===== src/rtl/et_pkg.sv =====
// Shared types and constants for the bounded-eventually monitor.
package et_pkg;

    localparam int unsigned DEFAULT_MAX_DELAY = 4;
    localparam int unsigned REM_W             = 8;

    typedef enum logic [1:0] {
        IDLE = 2'd0,
        WAIT = 2'd1,
        DONE = 2'd2
    } state_e;

endpackage


===== src/rtl/et_sat_counter.sv =====
// Saturating up-counter with asynchronous active-low clear.
module et_sat_counter #(
    parameter int unsigned W = 8
) (
    input  logic         i_clock,
    input  logic         i_reset,
    input  logic         i_inc,
    output logic [W-1:0] o_count
);

    logic [W-1:0] r_count;
    logic         w_full;

    assign w_full = &r_count;

    always_ff @(posedge i_clock or negedge i_reset) begin
        if (!i_reset) begin
            r_count <= '0;
        end else if (i_inc && !w_full) begin
            r_count <= r_count + W'(1);
        end
    end

    assign o_count = r_count;

endmodule


===== src/rtl/et_bounded_monitor.sv =====
// Checks "a implies b within MAX_DELAY cycles" over a sampled a/b trace, closed by eot.
module et_bounded_monitor
    import et_pkg::*;
#(
    parameter int unsigned MAX_DELAY = DEFAULT_MAX_DELAY,
    parameter int unsigned CNT_W     = 8
) (
    input  logic             i_clock,
    input  logic             i_reset,
    input  logic             i_a,
    input  logic             i_b,
    input  logic             i_eot,
    output logic             o_pending,
    output logic [REM_W-1:0] o_remaining,
    output logic             o_pass_pulse,
    output logic             o_fail_pulse,
    output logic             o_violation,
    output logic [CNT_W-1:0] o_fail_count,
    output logic             o_done
);

    generate
        if (MAX_DELAY < 1 || MAX_DELAY > 255) begin : g_bad_max_delay
            $error("et_bounded_monitor: MAX_DELAY must be in 1..255");
        end
        if (CNT_W < 1) begin : g_bad_cnt_w
            $error("et_bounded_monitor: CNT_W must be at least 1");
        end
    endgenerate

    localparam logic [REM_W-1:0] MAX_REM = REM_W'(MAX_DELAY);
    localparam logic [REM_W-1:0] REM_ONE = REM_W'(1);

    state_e           r_state;
    state_e           w_state_d;
    logic [REM_W-1:0] r_rem;
    logic [REM_W-1:0] w_rem_d;
    logic             r_pass;
    logic             r_fail;
    logic             r_violation;
    logic             w_pass_d;
    logic             w_fail_d;

    always_comb begin
        w_state_d = r_state;
        w_rem_d   = r_rem;
        w_pass_d  = 1'b0;
        w_fail_d  = 1'b0;

        case (r_state)
            IDLE: begin
                if (i_a) begin
                    if (i_b) begin
                        w_pass_d = 1'b1;
                    end else begin
                        w_state_d = WAIT;
                        w_rem_d   = MAX_REM;
                    end
                end
            end
            WAIT: begin
                // A concurrent a is either discharged by this b or subsumed by the older deadline.
                if (i_b) begin
                    w_pass_d  = 1'b1;
                    w_state_d = IDLE;
                    w_rem_d   = '0;
                end else if (r_rem > REM_ONE) begin
                    w_rem_d = r_rem - REM_ONE;
                end else begin
                    w_fail_d = 1'b1;
                    if (i_a) begin
                        w_rem_d = MAX_REM;
                    end else begin
                        w_state_d = IDLE;
                        w_rem_d   = '0;
                    end
                end
            end
            DONE: begin
            end
            default: begin
                w_state_d = IDLE;
                w_rem_d   = '0;
            end
        endcase

        // eot closes the trace; an expiry and an unresolved obligation share one fail.
        if (i_eot && (r_state != DONE)) begin
            if (w_state_d == WAIT) begin
                w_fail_d = 1'b1;
            end
            w_state_d = DONE;
            w_rem_d   = '0;
        end
    end

    always_ff @(posedge i_clock or negedge i_reset) begin
        if (!i_reset) begin
            r_state     <= IDLE;
            r_rem       <= '0;
            r_pass      <= 1'b0;
            r_fail      <= 1'b0;
            r_violation <= 1'b0;
        end else begin
            r_state     <= w_state_d;
            r_rem       <= w_rem_d;
            r_pass      <= w_pass_d;
            r_fail      <= w_fail_d;
            r_violation <= r_violation | w_fail_d;
        end
    end

    et_sat_counter #(
        .W (CNT_W)
    ) u_fail_counter (
        .i_clock (i_clock),
        .i_reset (i_reset),
        .i_inc   (w_fail_d),
        .o_count (o_fail_count)
    );

    assign o_pending    = (r_state == WAIT);
    assign o_done       = (r_state == DONE);
    assign o_remaining  = r_rem;
    assign o_pass_pulse = r_pass;
    assign o_fail_pulse = r_fail;
    assign o_violation  = r_violation;

endmodule


===== config.mk =====
export PLATFORM = sky130hd
export DESIGN_NAME = et_bounded_monitor
export DESIGN_NICKNAME = d
export VERILOG_FILES = /design/src/rtl/et_pkg.sv /design/src/rtl/et_sat_counter.sv /design/src/rtl/et_bounded_monitor.sv
export SDC_FILE = /design/constraint.sdc
export NUM_CORES = 1
export LEC_CHECK = 0
export BUFFER_PORTS_ARGS = -buffer_cell sky130_fd_sc_hd__buf_2
export CAP_MARGIN = 25
export CORE_ASPECT_RATIO = 1.75
export CORE_MARGIN = 2
export CORE_UTILIZATION = 30
export CTS_CLUSTER_SIZE = 24
export DETAILED_ROUTE_END_ITERATION = 7
export HOLD_SLACK_MARGIN = 0.1
export MAX_ROUTING_LAYER = met4
export PLACE_DENSITY_LB_ADDON = 0.08
export SLEW_MARGIN = 20
export SYNTH_ARGS = -nofsm -noshare
export SYNTH_HDL_FRONTEND = slang
export SYNTH_HIERARCHICAL = 1
export SYNTH_SLANG_ARGS = --single-unit

===== constraint.sdc =====
create_clock -name i_clock -period 4.5 [get_ports i_clock]
set_clock_uncertainty 0.2 [all_clocks]
set_input_delay 0.675 -clock i_clock [delete_from_list [all_inputs] [get_ports i_clock]]
set_output_delay 0.675 -clock i_clock [all_outputs]
set_load 0.01 [all_outputs]

### Yosys cells after proc, flatten, opt, wreduce, memory -nomap -nowiden

Index checks and enable logic that the tools add are counted.

| storage, ports and cells | value |
|---|---|
| register bits after elaboration | 21 |
| bits of input ports | 5 |
| output and inout bits | 21 |
| logic and storage cells | 45 |

| cells by class | value |
|---|---|
| add/sub/neg operators | 2 |
| $lt $le $gt $ge | 1 |
| eq/ne operators | 7 |
| multiplexer cells | 22 |
| bitwise operators | 1 |
| reductions and logical operators | 6 |

Operator list:

| operator | count |
|---|---|
| $mux 8 | 5 |
| $pmux 8 s3 | 1 |
| $mux 2 | 6 |
| $add 8x1->8 const B | 1 |
| $gt 8x1->1 const B | 1 |
| $reduce_and 8->1 | 1 |
| $sub 8x1->8 const B | 1 |
| $mux 1 | 7 |
| $ne 3x3->1 const B | 2 |
| $pmux 2 s3 | 1 |
| $eq 2x1->1 const B | 2 |
| $mux 3 | 1 |
| $reduce_and 3->1 | 1 |
| $eq 2x2->1 const B | 1 |
| $logic_and 1x1->1 | 2 |
| $logic_not 2->1 | 1 |
| $ne 2x1->1 const B | 1 |
| $ne 2x2->1 const B | 1 |
| $pmux 1 s2 | 1 |
| $logic_not 1->1 | 1 |
| $or 1x1->1 | 1 |

### Logic depth before layout (Yosys ltp)

| logic depth | value |
|---|---|
| depth in word-level cells | 8 |
| depth in mapped cells | 8 |

### Hierarchy

Netlist, hierarchy kept.

Modules (own cells, without submodules):

| module | times used | cells each | area an instance (um^2) |
|---|---|---|---|
| et_bounded_monitor | 1 | 68 | 706.9 |
| et_sat_counter | 1 | 35 | 390.4 |

### Worst setup path after synthesis

OpenSTA, ideal clock, no wires.

| timing | value |
|---|---|
| path type | register -> register |
| start point | reg r_rem[0], in the netlist o_remaining[0] |
| end point | reg u_fail_counter.r_count[5], in the netlist u_fail_counter/o_count[5] |
| library setup time | 127 ps |
| arrival time | 1710 ps |
| data required time | 4173 ps |
| slack | 2463 ps |
| stages on the path, launching flop included | 9 |
| buffers on the path | 0 |
| period minus slack after synthesis | 2037 ps |
| path through | dfrtp_1 > inv_1 > ha_1 > nor2_1 > nand4b_1 > a21boi_1 > and4_1 > o211ai_1 > xnor2_1 |

| on the way | value |
|---|---|
| longest elaborated chain between the ends | 8 |
| elaborated cells on any way between the ends | 11 |
| classes of those cells | order compare (1); eq/ne (1); mux (8); reduce/logical (1) |

RTL lines:

| item | line | RTL |
|---|---|---|
| start: declaration | et_bounded_monitor.sv:36 | `logic [REM_W-1:0] r_rem;` |
| start signal: assignment | et_bounded_monitor.sv:106 | `r_rem <= w_rem_d;` |
| $gt 8x1->1 (*) | et_bounded_monitor.sv:67 | `end else if (r_rem > REM_ONE) begin` |
| $mux 2 | et_bounded_monitor.sv:67 |  |
| $mux 2 | et_bounded_monitor.sv:63 | `if (i_b) begin` |
| $pmux 2 s3 | et_bounded_monitor.sv:50 | `case (r_state)` |
| $eq 2x1->1 | et_bounded_monitor.sv:89 | `if (w_state_d == WAIT) begin` |
| $mux 1 | et_bounded_monitor.sv:89 |  |
| $mux 1 (*) | et_bounded_monitor.sv:88 | `if (i_eot && (r_state != DONE)) begin` |
| named net w_fail_d | et_bounded_monitor.sv:42 | `logic w_fail_d;` |
| $logic_and 1x1->1 (*) | et_sat_counter.sv:19 | `end else if (i_inc && !w_full) begin` |
| end signal: assignment | et_sat_counter.sv:20 | `r_count <= r_count + W'(1);` |
| end: declaration | et_sat_counter.sv:11 | `logic [W-1:0] r_count;` |

Mark *: on every way through the listed nets, which the timed path passes. The rest lies on a longest branch.
A chain may end at the register's enable or synchronous reset.

### Final worst setup path

| timing | value |
|---|---|
| start point | reg r_rem[0], in the netlist o_remaining[0] |
| end point | reg u_fail_counter.r_count[4], in the netlist u_fail_counter/o_count[4] |

Same word-level chain as after synthesis.

==> summary.txt <==
Outcome
  – Status: finished, final reports clean

Yosys
  – Ys Warns: 6
  – Post-synthesis instance total: 103
  – Post-synth EDFFs: 0
  – Synth Net Count: 111
  – Async SR Flop Fraction: 1.00
  – Yosys cell types: 39
  – Top cells by count, synth: dfrtp_1 (21), a21oi_1 (7)
  – Cell Area, Synth: 0.00110 mm²
  – FF+latch count, synth: 21
  – Leading area contributor after synthesis: dfrtp_1
  – Synth top area cells: dfrtp_1 (48%), xnor2_1 (4.0%), ha_1 (3.4%), a21oi_1 (3.2%), o2bb2ai_1 (3.2%)
  – Post-synthesis sequential area ratio: 0.479
  – Syn Area/Cell: 10.7 µm²
  – Count leader, synth: dfrtp_1
  – Top_reg_cell synth: dfrtp_1
  – Share of the synthesized area in the top cell type: 0.479

Flow run
  – Max_cap viols: 0

Global route
  – Vias in the first global route: 871
  – Initial antenna violation count: 0
  – Largest net degree at the start of global routing: 22
  – First-pass GRT wire length: 4.35 mm
  – GR Overflow Total: 0
  – GRT Total Usage: 0.142

Route
  – Vias per cell: 5.15
  – Routed WL per cell: 15.1 µm
  – DRT met1 WL: 1.01 mm
  – Vias: 916
  – Highest Signal Layer: met4
  – Met3 Wirelength: 83 µm
  – Number of remaining DRC errors: 0
  – Met2 Wirelength: 1.58 mm
  – First-pass DRT Iterations: 4
  – Post-DRT Antenna Nets: 0
  – DR iter-0 viols: 26
  – WL final: 2.69 mm

Clocking
  – Clk slew on worst S/H paths: 80 ps
  – CTS sink count: 21
  – CTS tree: built
  – TritonCTS Buffers: 3
  – Worst-skew pair later-pin latency: 260 ps
  – Clock Tree Buf Depth: 2
  – Htree depth: 1
  – Hold Buf Count CTS: 0
  – Post-CTS sizing: 0
  – Clock Root Buffer: clkbuf_8
  – Postcts setup bufs: 0

Pwr
  – Total design power: 0.350 mW
  – Pleak: 0.638 nW
  – Peak VDD IR: 0.115 mV
  – Pwr/cell area: 264 mW/mm²

Critical path
  – Reg2reg setup slack: 2200 ps
  – Worst Reg2Reg Path Length in Cells: 8
  – Crit path DAT: 2240 ps
  – Reg2reg end: u_fail_counter/o_count[4]
  – Worst Path Required: 4440 ps
  – Setup CP Type: flip-flop to flip-flop
  – Crit path max fanout: 7
  – Launching point of the worst reg2reg path: o_remaining[0]
  – Critical Path Source Type: flip-flop
  – Critical Path End Type: flip-flop

Timing
  – Final setup viols: 0
  – RSZ-0062 raised after global routing: false
  – Period minus WS final: 2300 ps
  – Tightest Pin Transition: 482 ps
  – Final period util: 0.510
  – Final TNS setup: 0 ps
  – Max-slew violations: 0
  – WHS: 157 ps
  – Peak Freq: 435 MHz
  – Slew headroom: 0.679
  – Final hold violation count: 0

Place
  – I/O Buffers: 25
  – HPWL after DPL: 2.04 mm
  – RePlAce Congestion: 0.819
  – Placed cell areas: 0.00128 mm²

Layout
  – Area delta synth->final: 20.9%
  – Final net count: 141
  – Final instance area: 0.00133 mm²
  – Ant. Diodes: 0
  – Utilization of the core after routing: 0.373
  – Layout cell share with drive strength beyond 1: 0.280

Floorplanning
  – Die H: 84.0 µm
  – Row count: 29
  – Core area: 0.00356 mm²
  – Die Wd: 49.7 µm
  – IO Pins: 26
  – Die ar.: 0.00418 mm²
  – Initial core utilization: 0.309

Hold path
  – Hold Path Class: input port to asynchronous set/reset pin
## worst max-delay path: stages, from the launching register on
cell      delay [ps]
dfrtp_1          440
inv_1             80
ha_1             200
nor2_1            90
nand4b_1         170
a21boi_1         400
and3_1           290
o211ai_1         140
xnor2_1          160
## flip-flops by register name, indices dropped and copies added (netlist names)
| name | cells |
|---|---|
| o_pass_pulse | 1 |
| o_violation | 1 |
| u_fail_counter/o_count | 8 |
| o_remaining | 8 |
| r_state | 2 |
| o_fail_pulse | 1 |
## stage by stage
step	setup slack [ps]	instances
after floorplan	2460	103
after global placement	2190	174
after detailed placement	2140	174
after CTS	2160	178
after global routing	1980	178
final	2200	178
## cells in the final DEF (no fill, tap or decap), types with 2 or more instances in the layout
cell type / instances
o2bb2ai_1: 4
o21ai_0: 3
nand3_1: 5
a2bb2oi_1: 2
nor4_1: 3
and3_1: 3
nand4_1: 2
xor2_1: 3
nor3_2: 2
a21oi_1: 7
nor2_1: 5
clkbuf_8: 3
and2_1: 2
inv_1: 5
buf_2: 25
o211ai_1: 2
nand2_1: 3
mux2i_1: 3
ha_1: 3
dfrtp_1: 21
xnor2_1: 5
## routing by layer
layer | vias to the layer above | track usage
met5 | - | -
met1 | 458 | 0.146
met3 | 2 | 0.0179
met4 | 0 | 0.0606
met2 | 18 | 0.261
li1 | 438 | -
## area by class of cell
cell class,instances,area [µm²]
fill,390,2230
multi-input combinational,77,553
sequential,21,526
timing repair buffer,25,125
tap,46,57.6
clock buffer,3,41.3
inverter,5,18.8
clock inverter,1,5.00
## worst max-delay path by stage
| stage | startpoint | to | slack [ps] | cells after the start |
|---|---|---|---|---|
| 6_report | o_remaining[0] | u_fail_counter/o_count[4] | 2200 | 8 |
| 2_1_floorplan | o_remaining[0] | u_fail_counter/o_count[5] | 2460 | 8 |
| 3_5_place_dp | i_b | u_fail_counter/o_count[5] | 2140 | 6 |
| 3_3_place_gp | i_b | u_fail_counter/o_count[5] | 2190 | 6 |
| 4_1_cts | o_remaining[0] | u_fail_counter/o_count[4] | 2160 | 8 |
| 5_1_grt | o_remaining[5] | u_fail_counter/o_count[4] | 1980 | 6 |
## power breakdown
| part | switching (mW) | total [mW] | internal (mW) |
|---|---|---|---|
| Clock | 0.0637 | 0.125 | 0.0617 |
| Sequential | 0.00397 | 0.195 | 0.191 |
| Combinational | 0.0172 | 0.0293 | 0.0120 |
| Total | 0.0849 | 0.350 | 0.265 |
## cells by family after synthesis
| logic type | count (synthesis) | synth area share |
|---|---|---|
| DFF | 21 | 0.479 |
| buffers and inverters | 5 | 0.0171 |
| xor gates and xnor gates | 8 | 0.0639 |
| adders and majority gates | 3 | 0.0342 |
| AOI/OAI and AO/OA | 23 | 0.140 |
| and+or+nand+nor | 39 | 0.228 |
| muxes | 4 | 0.0376 |
No activity file was read; power rests on OpenSTA's default activity.
